==> config.mk <==
export PLATFORM = sky130hd
export DESIGN_NAME = cpu_decode_stage
export DESIGN_NICKNAME = d
export VERILOG_FILES = /design/src/rtl/cpu_decode_stage.sv
export SDC_FILE = /design/constraint.sdc
export NUM_CORES = 1
export LEC_CHECK = 0
export ABC_CLOCK_PERIOD_IN_PS = 4900
export BUFFER_PORTS_ARGS = -buffer_cell sky130_fd_sc_hd__buf_4
export CORE_MARGIN = 1.5
export CORE_UTILIZATION = 60
export CTS_BUF_LIST = sky130_fd_sc_hd__clkbuf_16
export DETAILED_ROUTE_END_ITERATION = 10
export GPL_TIMING_DRIVEN = 0
export PLACE_DENSITY_LB_ADDON = 0.08
export REMOVE_ABC_BUFFERS = 1
export SYNTH_ARGS = -nofsm -noshare
export SYNTH_HDL_FRONTEND = slang
export SYNTH_SLANG_ARGS = --single-unit
==> constraint.sdc <==
create_clock -name i_clk -period 4.9 [get_ports i_clk]
set_clock_uncertainty 0.05 [all_clocks]
set_input_delay 0.49 -clock i_clk [delete_from_list [all_inputs] [get_ports i_clk]]
set_output_delay 0.49 -clock i_clk [all_outputs]
set_load 0.05 [all_outputs]
==> src/rtl/cpu_decode_stage.sv <==
// RV32I decode stage: splits fields, classifies format, sign-extends the immediate.
// One-cycle latency; optional two-entry skid keeps full throughput with a registered o_ready.
module cpu_decode_stage #(
  parameter int XLEN    = 32,
  parameter int PC_W    = 32,
  parameter bit SKID_EN = 1'b1
) (
  input  logic            i_clk,
  input  logic            i_rst_n,
  input  logic            i_flush,
  input  logic            i_valid,
  output logic            o_ready,
  input  logic [31:0]     i_instruction,
  input  logic [PC_W-1:0] i_pc,
  output logic            o_valid,
  input  logic            i_ready,
  output logic [PC_W-1:0] o_pc,
  output logic [6:0]      o_opcode,
  output logic [2:0]      o_funct3,
  output logic [6:0]      o_funct7,
  output logic [4:0]      o_rs1,
  output logic [4:0]      o_rs2,
  output logic [4:0]      o_rd,
  output logic [2:0]      o_fmt,
  output logic [XLEN-1:0] o_imm,
  output logic            o_illegal
);

  localparam logic [2:0] FMT_R   = 3'd0;
  localparam logic [2:0] FMT_I   = 3'd1;
  localparam logic [2:0] FMT_S   = 3'd2;
  localparam logic [2:0] FMT_B   = 3'd3;
  localparam logic [2:0] FMT_U   = 3'd4;
  localparam logic [2:0] FMT_J   = 3'd5;
  localparam logic [2:0] FMT_ILL = 3'd7;

  typedef struct packed {
    logic [PC_W-1:0] pc;
    logic [6:0]      opcode;
    logic [2:0]      funct3;
    logic [6:0]      funct7;
    logic [4:0]      rs1;
    logic [4:0]      rs2;
    logic [4:0]      rd;
    logic [2:0]      fmt;
    logic [XLEN-1:0] imm;
    logic            illegal;
  } payload_t;

  typedef enum logic [1:0] {
    ST_EMPTY = 2'd0,
    ST_FULL  = 2'd1,
    ST_SKID  = 2'd2
  } state_t;

  function automatic payload_t decode(input logic [31:0] inst, input logic [PC_W-1:0] pc);
    payload_t          p;
    logic signed [31:0] imm32;
    p        = '0;
    imm32    = '0;
    p.pc     = pc;
    p.opcode = inst[6:0];
    p.funct3 = inst[14:12];
    p.funct7 = inst[31:25];
    p.rs1    = inst[19:15];
    p.rs2    = inst[24:20];
    p.rd     = inst[11:7];
    case (inst[6:0])
      7'b0110011: p.fmt = FMT_R;
      7'b0010011, 7'b0000011, 7'b1100111, 7'b1110011, 7'b0001111: begin
        p.fmt = FMT_I;
        imm32 = {{20{inst[31]}}, inst[31:20]};
      end
      7'b0100011: begin
        p.fmt = FMT_S;
        imm32 = {{20{inst[31]}}, inst[31:25], inst[11:7]};
      end
      7'b1100011: begin
        p.fmt = FMT_B;
        imm32 = {{19{inst[31]}}, inst[31], inst[7], inst[30:25], inst[11:8], 1'b0};
      end
      7'b0110111, 7'b0010111: begin
        p.fmt = FMT_U;
        imm32 = {inst[31:12], 12'b0};
      end
      7'b1101111: begin
        p.fmt = FMT_J;
        imm32 = {{11{inst[31]}}, inst[31], inst[19:12], inst[20], inst[30:21], 1'b0};
      end
      default: begin
        p.fmt     = FMT_ILL;
        p.illegal = 1'b1;
      end
    endcase
    // Every 32-bit form already carries its sign in bit 31, so widening is a plain sign-extend.
    p.imm = XLEN'(imm32);
    return p;
  endfunction

  state_t   state_q;
  payload_t out_q;
  payload_t skid_q;
  payload_t dec_d;
  logic     in_xfer;
  logic     out_xfer;

  assign dec_d    = decode(i_instruction, i_pc);
  assign o_valid  = (state_q != ST_EMPTY);
  assign o_ready  = SKID_EN ? (state_q != ST_SKID) : (!o_valid || i_ready);
  assign in_xfer  = i_valid && o_ready;
  assign out_xfer = o_valid && i_ready;

  // Without the skid, o_ready in FULL implies i_ready, so the SKID branch is unreachable.
  always_ff @(posedge i_clk or negedge i_rst_n) begin
    if (!i_rst_n) begin
      state_q <= ST_EMPTY;
      out_q   <= '0;
      skid_q  <= '0;
    end else if (i_flush) begin
      state_q <= ST_EMPTY;
    end else begin
      case (state_q)
        ST_EMPTY: begin
          if (in_xfer) begin
            out_q   <= dec_d;
            state_q <= ST_FULL;
          end
        end
        ST_FULL: begin
          if (in_xfer && out_xfer) begin
            out_q <= dec_d;
          end else if (in_xfer) begin
            skid_q  <= dec_d;
            state_q <= ST_SKID;
          end else if (out_xfer) begin
            state_q <= ST_EMPTY;
          end
        end
        ST_SKID: begin
          if (out_xfer) begin
            out_q   <= skid_q;
            state_q <= ST_FULL;
          end
        end
        default: state_q <= ST_EMPTY;
      endcase
    end
  end

  assign o_pc      = out_q.pc;
  assign o_opcode  = out_q.opcode;
  assign o_funct3  = out_q.funct3;
  assign o_funct7  = out_q.funct7;
  assign o_rs1     = out_q.rs1;
  assign o_rs2     = out_q.rs2;
  assign o_rd      = out_q.rd;
  assign o_fmt     = out_q.fmt;
  assign o_imm     = out_q.imm;
  assign o_illegal = out_q.illegal;

endmodule

Word level (Yosys, flattened, before mapping)
Index checks and enable logic that the tools add are counted.
- equality and inequality tests: 21
- mux-type cells: 14
- bitwise logic cells: 2
- reductions and logical operators: 12
- operators with widths (kind ; count):
    $mux W100 ; 3
    $pmux W100 S3 ; 1
    $pmux W32 S5 ; 1
    $eq A7 B7 Y1 const B ; 4
    $eq A7 B6 Y1 const B ; 3
    $pmux W3 S6 ; 1
    $eq A7 B5 Y1 const B ; 2
    $mux W2 ; 6
    $reduce_or A11 Y1 ; 1
    $ne A3 B3 Y1 const B ; 3
    $ne A2 B2 Y1 const B ; 4
    $reduce_and A4 Y1 ; 2
    $eq A7 B2 Y1 const B ; 1
    $eq A7 B4 Y1 const B ; 1
    $pmux W2 S3 ; 1
    $reduce_and A5 Y1 ; 1
    $reduce_or A5 Y1 ; 1
    $ne A4 B4 Y1 const B ; 1
    $logic_and A1 B1 Y1 ; 3
    $reduce_bool A3 Y1 ; 1
    $eq A2 B1 Y1 const B ; 1
    $eq A2 B2 Y1 const B ; 1
    $logic_not A2 Y1 ; 1
    $not A1 Y1 ; 2
    3 further kinds ; 3
- flip-flop bits (word level): 202
- logic and storage cells: 70

Logic depth before layout (Yosys ltp)
- depth in word-level cells: 7
- mapped depth: 8
- mapped depth without buffers: 5

Worst setup path after synthesis
Ideal clock, no wire load.
- path kind: reg2out
- start: reg state_q[1]
- end: out o_ready
- arrival: 1.466 ns
- setup slack: 2.894 ns
- cell stages (with the launch flop): 6
- path through: dfrtp_1 inv_1 nor2_2 inv_2 clkbuf_1 clkbuf_1
- cells in the longest elaborated chain, start to end: 1
- ends and longest elaborated chain (element ; line ; text):
    start, declared ; 100 ; state_t state_q;
    start signal, assigned ; 116 ; state_q <= ST_EMPTY;
    start signal, assigned ; 120 ; state_q <= ST_EMPTY;
    start signal, assigned ; 126 ; state_q <= ST_FULL;
    $ne A2 B2 Y1 ; 109 ; assign o_ready = SKID_EN ? (state_q != ST_SKID) : (!o_valid || i_ready);
    end, declared ; 12 ; output logic o_ready,
No other way between the ends.

Worst setup path after layout
- start: reg state_q[0]
- end: out o_ready
Same word-level chain as after synthesis.

==> results.json <==
{
  "fin_nets": 1227,
  "cpMaxStageDelayCell": "nor2_4",
  "port_buffers": 170,
  "num_vias": 7585,
  "finalMaxSlewViolations": 0,
  "wl_per_cell_um": 16.0,
  "intPower_mw": 3.36,
  "path_max_fanout": 61,
  "dp_hpwl_um": 13500,
  "switching_power_mw": 1.72,
  "swShare_pct": 33.9,
  "peakVddDrop_v": 0.000240,
  "hold_viol_final": 0,
  "rsz0062_at_grt": "false",
  "die_area_sq_um": 15600,
  "grt_pass1_wl_um": 36200,
  "cts_buffers": 21,
  "power_density_nw_per_um2": 457,
  "path_clk_slew_ns": 0.06,
  "drtPass1Iterations": 5,
  "synth_compound_area_share_pct": 13.4,
  "wl_met2_um": 10400,
  "dr_wl_met3_um": 1370,
  "cts_tree": "built",
  "min_to": "state_q[1]",
  "design_area_sq_um": 11100,
  "crit_type": "reg -> out",
  "multiInputGateArea_sq_um": 3550,
  "outcome": "complete, no violations",
  "start_kind": "flop",
  "fin_util_pct": 76.5,
  "required_ns": 4.36,
  "nFillCells": 1071,
  "drc": 0,
  "post_drt_via_cell_ratio": 5.60,
  "r2r_setup_slack_ns": 2.17,
  "setup_tns_ns": 0,
  "start_util_pct": 61.4,
  "synth_cells": 1026,
  "ys_async_sr_fraction_pct": 100,
  "ys_seq_area_share_pct": 56.7,
  "overflow": 0,
  "gp_congestion": 0.883,
  "power_leakage_nw": 5.25,
  "htree_levels": 1,
  "coreArea_sq_um": 14500,
  "min_period_ns": 3.53,
  "place_area_sq_um": 10400,
  "yosys.area_share.simple_pct": 25.8,
  "n_antenna_cell": 0,
  "synth_cell_types": 51,
  "yosysTopAreaCell": "dfrtp_1",
  "fmax_ghz": 0.283,
  "cpMostUsedCell": "buf_16",
  "antenna_found_initial": 0,
  "grt_max_degree": 123,
  "cts-resized-gates": 0,
  "antenna_left": 0,
  "num_rows": 44,
  "ys_warn_count": 0,
  "wl_met1_um": 9420,
  "synthMuxAreaShare_pct": 0,
  "worst_pin_slew_ns": 1.06,
  "synth_area_per_cell_sq_um": 8.69,
  "insertion_delay_ns": 0.49,
  "hold_depth": 2,
  "setup_viol": 0,
  "synth_top_area_share_pct": 56.7,
  "p_comb_share_pct": 26.2,
  "finalPower_mw": 5.08,
  "pin_count": 171,
  "clockRootBuffer": "clkbuf_16",
  "cts.sinks": 202,
  "slowest_delay_ns": 0.82,
  "wirelength_um": 21700,
  "synth_top_family_by_area": "simple AND/OR/NAND/NOR gates",
  "regArea_sq_um": 5050,
  "power_frac_seq_pct": 43.0,
  "drtIter0Drc": 577,
  "clockPowerShare_pct": 30.8,
  "reg2reg_depth": 7,
  "die_height_um": 125,
  "drive_above_1_share_pct": 19.9,
  "synth-seq-cells": 202,
  "period_share_pct": 72.0,
  "hp-start": "i_ready",
  "grt_pass1_vias": 7384,
  "r2r_end": "o_imm[3]",
  "max-slew-margin-rel_pct": 28.8,
  "clockBufferDepth": 3,
  "synth_ff_type": "dfrtp_1",
  "synth_fa_ha_area_share_pct": 0,
  "hold_path_class": "in -> reg",
  "synth_xor_xnor_area_share_pct": 0,
  "end_kind": "primary output",
  "synth_edf_count": 0,
  "syn_area_sq_um": 8920,
  "ys_top_cells_by_area": "dfrtp_1, nand2_1, a31oi_1, nor2_1, clkbuf_1",
  "max-cap-violations": 0,
  "die_w_um": 125,
  "areaGrowthSynthToFinish_pct": 24.7,
  "r2r-start": "state_q[0]",
  "cp.arrival_ns": 2.99,
  "path_cells": "nor2_4, buf_16, buf_12, inv_4, buf_16, buf_4",
  "grtUsageTotal_pct": 28.0,
  "highest_layer": "met4"
}
## registers in the layout, summed over array words and instances (netlist names)
name and cells:
skid_q 100, o_imm 32, o_pc 32, o_funct7 7, o_opcode 7, state_q 2, o_rs2 5, o_rd 5
o_illegal 1, o_rs1 5, o_fmt 3, o_funct3 3
## cell usage in the layout, fill, tap and decap left out, types with 3 or more instances in the layout
cell,Yosys,layout
nor2_1,106,106
nand3_1,5,5
nor3_1,16,15
buf_16,0,8
nand3b_1,3,3
a211oi_1,13,13
buf_4,5,169
o31ai_1,6,6
and3_1,15,15
clkinv_1,0,4
nor2b_1,4,4
inv_1,8,11
a22oi_1,4,4
dfrtp_1,202,202
bufinv_16,0,3
nand2b_1,3,3
a21oi_1,16,16
clkinv_2,0,4
nand2_1,381,381
o21ai_0,28,28
o211ai_1,4,4
o21ai_1,17,17
nor3_2,7,7
clkbuf_16,0,21
and2_1,3,3
o22a_1,6,6
a31oi_1,76,76
## worst max-delay path, delay by kind of cell, from the launching register on
kind	cells	cell delay, ns
buffers and inverters	5	1.15
DFF	1	0.45
and+or+nand+nor	1	0.82
## worst max path at each step
| stage | endpoint | start | slack (ns) |
|---|---|---|---|
| after floorplan | o_fmt[2] | state_q[0] | 0.82 |
| after global placement | o_ready | state_q[0] | -1.92 |
| after detailed placement | o_ready | state_q[0] | 1.93 |
| after CTS | o_ready | state_q[0] | 1.39 |
| after global routing | o_ready | state_q[0] | 1.22 |
| final | o_ready | state_q[0] | 1.37 |
## area by class of cell
cell class	count	area share [%]
Clock buffer	21	4.73
Clock inverter	15	1.31
Inverter	9	0.326
Multi-Input combinational cell	741	31.9
Sequential cell	202	45.5
Tap cell	184	2.07
Timing Repair Buffer	183	14.2
## per-layer routing
layer / vias up / GRT usage [%]
met2: 245 / 45.8
met4: 0 / 8.36
li1: 3678 / -
met5: - / 0
met1: 3620 / 39.0
met3: 42 / 4.64
## kinds of logic (layout without fill, tap and decap cells)
family | after synthesis | count (layout)
AND/OR/NAND/NOR | 557 | 557
AO/OA/AOI/OAI | 184 | 184
buffers and inverters | 83 | 228
flip-flops | 202 | 202
## synthesized netlist by cell type, drive strengths merged (2+ instances only)
master,count
a2111oi,2
a211oi,13
a21oi,17
a22oi,4
a31oi,76
and2,3
and3,15
buf,36
clkbuf,38
dfrtp,202
inv,9
nand2,381
nand2b,4
nand3,5
nand3b,4
nand4,2
nor2,107
nor2b,4
nor3,23
nor4,2
o211ai,4
o21ai,45
o21bai,2
o22a,6
o22ai,2
o31ai,7
or2,2
## power by group through the flow
stage	combinational [mW]	sequential (mW)	clock [mW]
final	1.33	2.18	1.57
after global routing	1.43	2.22	1.67
after CTS	1.34	2.18	1.59
after detailed placement	1.33	2.21	0
after global placement	1.29	2.19	0
after floorplan	0.378	2.68	0
## per-stage QoR
stage                     hold WS [ns]  worst slack, ns  cells
after global placement           0.403            -1.92   1306
after CTS                        0.127             1.39   1355
after floorplan                  0.144            0.818    952
after detailed placement         0.408             1.93   1318
after global routing             0.135             1.22   1355
final                            0.140             1.37   1355
## timing repair
item / CTS / global route
buffers inserted: 0 / 0
hold buffers: 1 / 0
hold endpoints to repair: 80 / 0
No activity file was read; power rests on OpenSTA's default activity.
